<file path="src/rtl/issue_scoreboard.sv">
// Issue-stage hazard controller: tracks outstanding load write-backs and gates decode->execute flow control.
// Optional stall-cycle counter built only when ISSUE_SCOREBOARD_STALL_CNT_EN is defined.
`ifndef ZONE_RANGE
`define ZONE_RANGE 1:0
`endif
`ifndef ZONE_LOADQ
`define ZONE_LOADQ 2'd1
`endif

module issue_scoreboard #(
   parameter int C_LOADQ_DEPTH = 4
) (
   input  logic              clk_i,
   input  logic              resetb_i,
   input  logic              flush_i,
   input  logic              ids_valid_i,
   output logic              ids_ready_o,
   input  logic              ins_err_i,
   input  logic [4:0]        regd_addr_i,
   input  logic              regs1_rd_i,
   input  logic [4:0]        regs1_addr_i,
   input  logic              regs2_rd_i,
   input  logic [4:0]        regs2_addr_i,
   input  logic [`ZONE_RANGE] zone_i,
   input  logic              csr_rd_i,
   input  logic              csr_wr_i,
   output logic              exs_valid_o,
   input  logic              exs_ready_i,
   input  logic              serial_done_i,
   input  logic              lq_wb_valid_i,
   input  logic [4:0]        lq_wb_addr_i,
   output logic [31:0]       stall_cnt_o
);

   typedef enum logic [1:0] {S_RUN, S_DRAIN, S_SERIAL} state_t;

   localparam logic [3:0] DEPTH = 4'(C_LOADQ_DEPTH);

   state_t      state, state_next;
   logic [31:0] sb, sb_eff, wb_mask, set_mask;
   logic [3:0]  cnt, cnt_eff;
   logic        is_load, serial, wb_hit, hazard, issue_ok, fire, set_hit;

   assign is_load = (zone_i == `ZONE_LOADQ) & ~ins_err_i;
   assign serial  = csr_rd_i | csr_wr_i | ins_err_i;

   // sb[0] is never set, so write-backs to x0 or idle registers never hit
   assign wb_hit  = lq_wb_valid_i & sb[lq_wb_addr_i];
   assign wb_mask = wb_hit ? (32'd1 << lq_wb_addr_i) : 32'd0;
   assign sb_eff  = sb & ~wb_mask;
   assign cnt_eff = cnt - {3'd0, wb_hit};

   assign hazard = (regs1_rd_i & sb_eff[regs1_addr_i])
                 | (regs2_rd_i & sb_eff[regs2_addr_i])
                 | (is_load & sb_eff[regd_addr_i])
                 | (is_load & (cnt_eff == DEPTH));

   assign issue_ok = ids_valid_i & ~hazard & ~flush_i;

   always_comb begin
      state_next  = state;
      exs_valid_o = 1'b0;
      ids_ready_o = 1'b0;
      if (resetb_i) begin
         case (state)
            S_RUN: begin
               if (ids_valid_i & serial & (cnt_eff != 4'd0)) begin
                  ids_ready_o = flush_i;
                  state_next  = S_DRAIN;
               end else begin
                  exs_valid_o = issue_ok;
                  ids_ready_o = (exs_ready_i & ~hazard) | flush_i;
                  if (ids_valid_i & serial & issue_ok & exs_ready_i)
                     state_next = S_SERIAL;
               end
            end
            S_DRAIN: begin
               ids_ready_o = flush_i;
               if (cnt_eff == 4'd0) state_next = S_RUN;
            end
            S_SERIAL: begin
               ids_ready_o = flush_i;
               if (serial_done_i) state_next = S_RUN;
            end
            default: state_next = S_RUN;
         endcase
         if (flush_i) state_next = S_RUN;
      end
   end

   // loads with rd == x0 never write back, so they are not tracked
   assign fire     = exs_valid_o & exs_ready_i;
   assign set_hit  = fire & is_load & (regd_addr_i != 5'd0);
   assign set_mask = set_hit ? (32'd1 << regd_addr_i) : 32'd0;

   always_ff @(posedge clk_i or negedge resetb_i) begin
      if (!resetb_i) begin
         state <= S_RUN;
         sb    <= 32'd0;
         cnt   <= 4'd0;
      end else begin
         state <= state_next;
         sb    <= sb_eff | set_mask;
         cnt   <= cnt_eff + {3'd0, set_hit};
      end
   end

`ifdef ISSUE_SCOREBOARD_STALL_CNT_EN
   logic [31:0] stall_cnt;

   always_ff @(posedge clk_i or negedge resetb_i) begin
      if (!resetb_i)
         stall_cnt <= 32'd0;
      else if (ids_valid_i & ~ids_ready_o & ~flush_i)
         stall_cnt <= stall_cnt + 32'd1;
   end

   assign stall_cnt_o = stall_cnt;
`else
   assign stall_cnt_o = 32'd0;
`endif

endmodule

</file>
<file path="config.mk">
export PLATFORM = sky130hd
export DESIGN_NAME = issue_scoreboard
export DESIGN_NICKNAME = d
export VERILOG_FILES = /design/src/rtl/issue_scoreboard.sv
export SDC_FILE = /design/constraint.sdc
export NUM_CORES = 1
export LEC_CHECK = 0
export BUFFER_PORTS_ARGS = -buffer_cell sky130_fd_sc_hd__buf_2
export CAP_MARGIN = 20
export CELL_PAD_IN_SITES_DETAIL_PLACEMENT = 0
export CELL_PAD_IN_SITES_GLOBAL_PLACEMENT = 1
export CORE_MARGIN = 10
export CORE_UTILIZATION = 39
export DETAILED_ROUTE_END_ITERATION = 8
export GPL_ROUTABILITY_DRIVEN = 0
export PLACE_DENSITY = 0.9
export SLEW_MARGIN = 20
export SYNTH_ARGS = -nofsm -noshare
export SYNTH_HDL_FRONTEND = slang
export SYNTH_SLANG_ARGS = --single-unit
</file>
<file path="constraint.sdc">
create_clock -name clk_i -period 4.34 [get_ports clk_i]
set_input_delay 0.217 -clock clk_i [delete_from_list [all_inputs] [get_ports clk_i]]
set_output_delay 0.217 -clock clk_i [all_outputs]
set_load 0.005 [all_outputs]
</file>
# Word level (Yosys, flattened, before mapping)

Index checks and enable logic that the tools add are counted.

Input port bits: 34
Logic and storage cells: 74
Output and inout bits: 34
Bits in registers: 38

Shift operators: 2
Magnitude comparators: 4
Add/sub/neg operators: 2
Equality and inequality tests: 7
Multiplexer cells: 22
Bitwise gates (word level): 28
Reductions and logical operators: 6

Operators with widths:

| operator             | number |
|---|---|
| $mux 32              | 2 |
| $shl 1x5->32 const A | 2 |
| $and 32x32->32       | 1 |
| $not 32->32          | 1 |
| $or 32x32->32        | 1 |
| $lt 5x6->1 const B   | 4 |
| $bmux 1 s5           | 4 |
| $and 1x1->1          | 16 |
| $mux 2               | 5 |
| $mux 1               | 9 |
| $ne 3x3->1 const B   | 2 |
| $or 1x1->1           | 6 |
| $pmux 2 s3           | 1 |
| $reduce_bool 5->1    | 1 |
| $add 4x1->4          | 1 |
| $eq 2x1->1 const B   | 2 |
| $eq 4x3->1 const B   | 1 |
| $logic_not 4->1      | 1 |
| $ne 4x4->1 const B   | 1 |
| $reduce_and 4->1     | 1 |
| $reduce_bool 4->1    | 1 |
| $sub 4x1->4          | 1 |
| $not 1->1            | 3 |
| $eq 2x2->1 const B   | 1 |
| 3 further kinds      | 3 |

# Depth between registers and ports, before layout

Depth after elaboration: 23
Depth in mapped cells: 25
Mapped depth without buffers: 21

# Least setup slack after synthesis

OpenSTA, ideal clock, no wires.

Path type: in2reg
From: in lq_wb_addr_i[0]
To: reg cnt[3]
Data required time: 4.260 ns
Library setup time: 0.080 ns
Cell stages on the path: 23
Data arrival time: 4.361 ns
Buffers on the path: 4
Path slack: -0.101 ns
Cells stage by stage: buf_2 -> buf_2 -> buf_2 -> mux4_2 -> mux2_2 -> nand2_1 -> o21ai_0 -> o211a_1 -> ha_1 -> ha_1 -> xnor2_1 -> nor2_1 -> and4_1 -> nor3_1 -> a32oi_1 -> a31oi_1 -> nand4b_4 -> buf_6 -> inv_1 -> ha_1 -> a21boi_0 -> a31oi_1 -> xnor2_1

Cells in the longest elaborated chain, start to end: 22
Elaborated cells on any way between the ends: 34
Those cells by class: add/sub: 2; eq/ne: 1; shift: 1; mux: 12; bitwise: 17; reduce/logical: 1

Ends and longest elaborated chain:

| element                       | line   | source |
|---|---|---|
| from (decl)                   | 31     | `input logic [4:0] lq_wb_addr_i,` |
| $bmux 1 s5                    | 48     | `assign wb_hit = lq_wb_valid_i & sb[lq_wb_addr_i];` |
| $mux 1 (not written as such)  | 48     |  |
| $and 1x1->1                   | 48     |  |
| $mux 32                       | 49     | `assign wb_mask = wb_hit ? (32'd1 << lq_wb_addr_i) : 32'd0;` |
| $not 32->32                   | 50     | `assign sb_eff = sb & ~wb_mask;` |
| $and 32x32->32                | 50     |  |
| $bmux 1 s5 (on tied branches) | 53, 54 |  |
| $mux 1 (on tied branches)     | 53, 54 |  |
| [4 not listed]                | -      |  |
| $not 1->1                     | 58     | `assign issue_ok = ids_valid_i & ~hazard & ~flush_i;` |
| $and 1x1->1 (2 in a row)      | 58     |  |
| $mux 1                        | 67     | `if (ids_valid_i & serial & (cnt_eff != 4'd0)) begin` |
| $mux 1                        | 65     | `case (state)` |
| $mux 1                        | 64     | `if (resetb_i) begin` |
| $and 1x1->1                   | 92     | `assign fire = exs_valid_o & exs_ready_i;` |
| $and 1x1->1 (2 in a row)      | 93     | `assign set_hit = fire & is_load & (regd_addr_i != 5'd0);` |
| $add 4x1->4 *                 | 104    | `cnt <= cnt_eff + {3'd0, set_hit};` |
| to (signal assigned)          | 104    |  |
| to (decl)                     | 41     | `logic [3:0] cnt, cnt_eff;` |

Mark *: on every way between the ends. The rest lies on a longest branch, timed or not. The select of a mux whose other input is x is not followed.
A chain may end at the register's enable or synchronous reset.

# Worst setup path after layout

From: reg sb[26]
To: out exs_valid_o

Cells in the longest elaborated chain, start to end: 18
Elaborated cells on any way between the ends: 29
Those cells by class: add/sub: 1; eq/ne: 1; mux: 12; bitwise: 14; reduce/logical: 1

Ends and longest elaborated chain:

| element                        | line   | source |
|---|---|---|
| from (decl)                    | 40     | `logic [31:0] sb, sb_eff, wb_mask, set_mask;` |
| from (signal assigned)         | 103    | `sb <= sb_eff \| set_mask;` |
| $bmux 1 s5                     | 48     |  |
| $mux 1 (not written as such)   | 48     |  |
| $and 1x1->1                    | 48     |  |
| $mux 32                        | 49     |  |
| $not 32->32                    | 50     |  |
| $and 32x32->32                 | 50     |  |
| $bmux 1 s5 (on tied branches)  | 53, 54 |  |
| $mux 1 (on tied branches)      | 53, 54 |  |
| $and 1x1->1 (on tied branches) | 53, 54 |  |
| $or 1x1->1                     | 54     | `\| (regs2_rd_i & sb_eff[regs2_addr_i])` |
| $or 1x1->1                     | 55     | `\| (is_load & sb_eff[regd_addr_i])` |
| $or 1x1->1                     | 56     | `\| (is_load & (cnt_eff == DEPTH));` |
| $not 1->1                      | 58     |  |
| $and 1x1->1 (2 in a row)       | 58     |  |
| $mux 1 *                       | 67     |  |
| $mux 1 *                       | 65     |  |
| $mux 1 *                       | 64     |  |
| to (decl)                      | 27     | `output logic exs_valid_o,` |

Marks and branches as above.

==> impl_metrics.json <==
{
  "status": "finished clean",
  "timing.fmax_ghz": 0.242,
  "area_growth_pct": 8.74,
  "yosysUniqueCellTypes": 75,
  "fin_nets": 546,
  "drt_iter0_drc": 594,
  "wire_per_inst_um": 21.2,
  "track_usage_pct": 17.5,
  "ios": 68,
  "fin_cells": 641,
  "clk-insertion-delay-late_ns": 0.29,
  "clockBufferDepth": 2,
  "gr-total-overflow": 0,
  "cts_sinks": 38,
  "critical_path.max_stage_delay_ns": 0.49,
  "final_antenna_net_count": 0,
  "yosys_most_used_dff": "dfrtp_1",
  "dieArea_um2": 15000,
  "core-area_um2": 10300,
  "vias_per_cell": 6.43,
  "clockRootBuffer": "clkbuf_8",
  "power_density_nw_per_um2": 255,
  "clk_pin_slew_ns": 0.07,
  "grt_pass1_wl_mm": 21.1,
  "ys_async_sr_fraction_pct": 100,
  "crit_required_ns": 4.12,
  "synth_area_leader_cell": "dfrtp_1",
  "via_count": 4123,
  "tightest_slew_ns": 0.608,
  "wl_mm": 13.6,
  "synth_cells": 482,
  "critPathMaxFanout": 5,
  "dp_cells": 629,
  "rrSetupSlack_ns": 0.23,
  "place_worst_setup_slack_ns": 0.0547,
  "final_util_pct": 43.3,
  "maxCapViolCount": 0,
  "ys_seq_area_share_pct": 23.2,
  "cts.htree.levels": 2,
  "cts_tree": "yes",
  "maxSlewHeadroom_pct": 59.1,
  "setup_violations": 0,
  "drive_gt1_share_pct": 20.4,
  "rows": 37,
  "die_h_um": 122,
  "initial_utilization_pct": 39.8,
  "rsz0062_at_grt": "false",
  "final.setup_skew_ns": 0.00878,
  "slew_viol_final": 0,
  "port_buffers": 35,
  "die_w_um": 122,
  "drc": 0,
  "min_path_type": "in2reg",
  "endpoint_kind": "output pin",
  "yosysTopAreaCellShare_pct": 23.2,
  "numCtsBuffers": 5,
  "start_kind": "register",
  "setup_ws_ns": 0.212,
  "fin_hold_ws_ns": 0.329,
  "setup_tns_ns": 0,
  "grt_antenna_before_repair": 1,
  "p_leak_nw": 1.87,
  "ir_drop_uv": 229,
  "hpwlAfterDp_mm": 10.6,
  "min_period_ns": 4.13,
  "post-route-period-util_pct": 95.1,
  "final_hold_viol_count": 0,
  "synth_edf_count": 0,
  "avgSynthCellArea_um2": 8.49,
  "antenna_cells": 0,
  "syn_area_um2": 4090,
  "criticalPathCategory": "reg2out",
  "cpMostUsedCell": "ha_1",
  "cp_cell_sequence": "mux4_2 -> mux2_2 -> o21ai_0 -> nand2_1 -> o211a_1 -> ha_1 -> ha_1 -> xnor2_2 -> nor2_1 -> and4_1 -> a31oi_1 -> a32oi_1 -> a31oi_2 -> nand2_2 -> nor4b_1 -> buf_2",
  "arrival_ns": 3.91,
  "firstDrtPassIters": 6,
  "synth_seq_cells": 38,
  "grt_max_degree": 44,
  "ys_warn_count": 0,
  "netlist_top_cells_area": "dfrtp_1, mux2i_1, buf_4",
  "cp_slowest_cell": "mux4_2",
  "grt_pass1_vias": 3902
}
==> final cells by class <==
| cell class | instances | area, um2 |
|---|---|---|
| fill | 1087 | 5830 |
| sequential | 38 | 953 |
| inverter | 16 | 60.1 |
| timing repair buffer | 53 | 325 |
| clock buffer | 6 | 82.6 |
| clock inverter | 2 | 60.1 |
| tap | 136 | 170 |
| multi-input combinational | 390 | 2800 |
==> critical path: cells and delay by family (launching register included) <==
family | cells | cell delay, ns
buffers and inverters | 1 | 0.17
adder cells (fa/ha/maj) | 2 | 0.46
XOR/XNOR | 1 | 0.16
multiplexers | 2 | 0.76
flip-flops | 1 | 0.46
AND/OR/NAND/NOR | 5 | 0.78
AO/OA/AOI/OAI | 5 | 0.82
==> metal layers <==
metal	track usage [%]	share of wire (%)	up-vias
met2	27.2	44	318
met1	24.2	41	1958
met3	3.26	12	34
met4	4.79	2.2	0
met5	0	0	-
li1	-	-	1813
==> state kept, by name, indices dropped and copies added, names as in the netlist <==
register and flops:
sb 32, state 2, cnt 4
==> what timing repair did <==
| action | 4_1_cts | 5_1_grt |
|---|---|---|
| hold endpoints to repair | 14 | 0 |
| resized for setup | 1 | 5 |
| hold buffers | 1 | 0 |
| endpoints found under the setup margin | 2 | 3 |
| buffers inserted | 1 | 2 |
| pin swaps | 0 | 2 |
==> kinds of logic (layout without fill, tap and decap cells) <==
logic type / count (synthesis) / count (layout) / synth area share, %
simple gates: 141 / 141 / 19.7
xor+xnor: 12 / 12 / 2.57
mux: 43 / 43 / 12.6
buf+inv: 85 / 77 / 11.9
flops: 38 / 38 / 23.2
other cells: 1 / 32 / 0.0916
fa+ha+maj: 8 / 8 / 2.45
compound gates: 154 / 154 / 27.5
==> stage by stage <==
stage	total power [W]	area, um2
global placement	0.000726	4250
detailed placement	0.000739	4250
finish	0.00114	4450
CTS	0.00112	4420
global route	0.00119	4450
floorplan	0.000658	4220
==> report_power, final <==
group / switching, W / total (W) / internal [W]
clock network: 0.000130 / 0.000375 / 0.000245
registers: 0.0000236 / 0.000404 / 0.000381
logic: 0.000217 / 0.000357 / 0.000140
==> synth_stat cells, drive strengths merged (5+ instances only) <==
cell / n
nor3b: 5
buf: 55
a211oi: 5
mux2: 8
mux4: 6
a21oi: 17
o211ai: 7
ha: 8
nand2b: 7
o2111ai: 5
dfrtp: 38
nor2: 21
o31ai: 12
nor3: 15
inv: 16
nand4b: 5
clkbuf: 14
o41ai: 15
o21ai: 49
nor2b: 12
nand2: 32
nand3: 12
or2: 7
mux2i: 29
xnor2: 9
a31oi: 5
==> cell usage in the layout, fill, tap and decap left out, types with 13 or more instances in the layout <==
master	synthesis	routed
buf_4	32	16
a21oi_1	17	17
conb_1	1	32
o21ai_0	36	36
dfrtp_1	38	36
nand2_1	32	31
inv_1	16	16
mux2i_1	29	29
buf_2	13	35
nor3_1	15	15
o21ai_1	13	13
nor2_1	20	20
==> final timing paths <==
check | startpoint | endpoint | cells after the start
worst max-delay path | sb[26]$_DFF_PN0_ | exs_valid_o | 16
worst min-delay path | flush_i | state[0]$_DFFE_PN0P_ | 4
worst max register to register | sb[26]$_DFF_PN0_ | cnt[3]$_DFF_PN0_ | 19
worst min register to register | cnt[3]$_DFF_PN0_ | cnt[3]$_DFF_PN0_ | 1
max in group asynchronous | resetb_i | sb[10]$_DFF_PN0_ | 3
min in group asynchronous | resetb_i | sb[6]$_DFF_PN0_ | 3
Note: power is estimated with default switching activity, not from simulation.
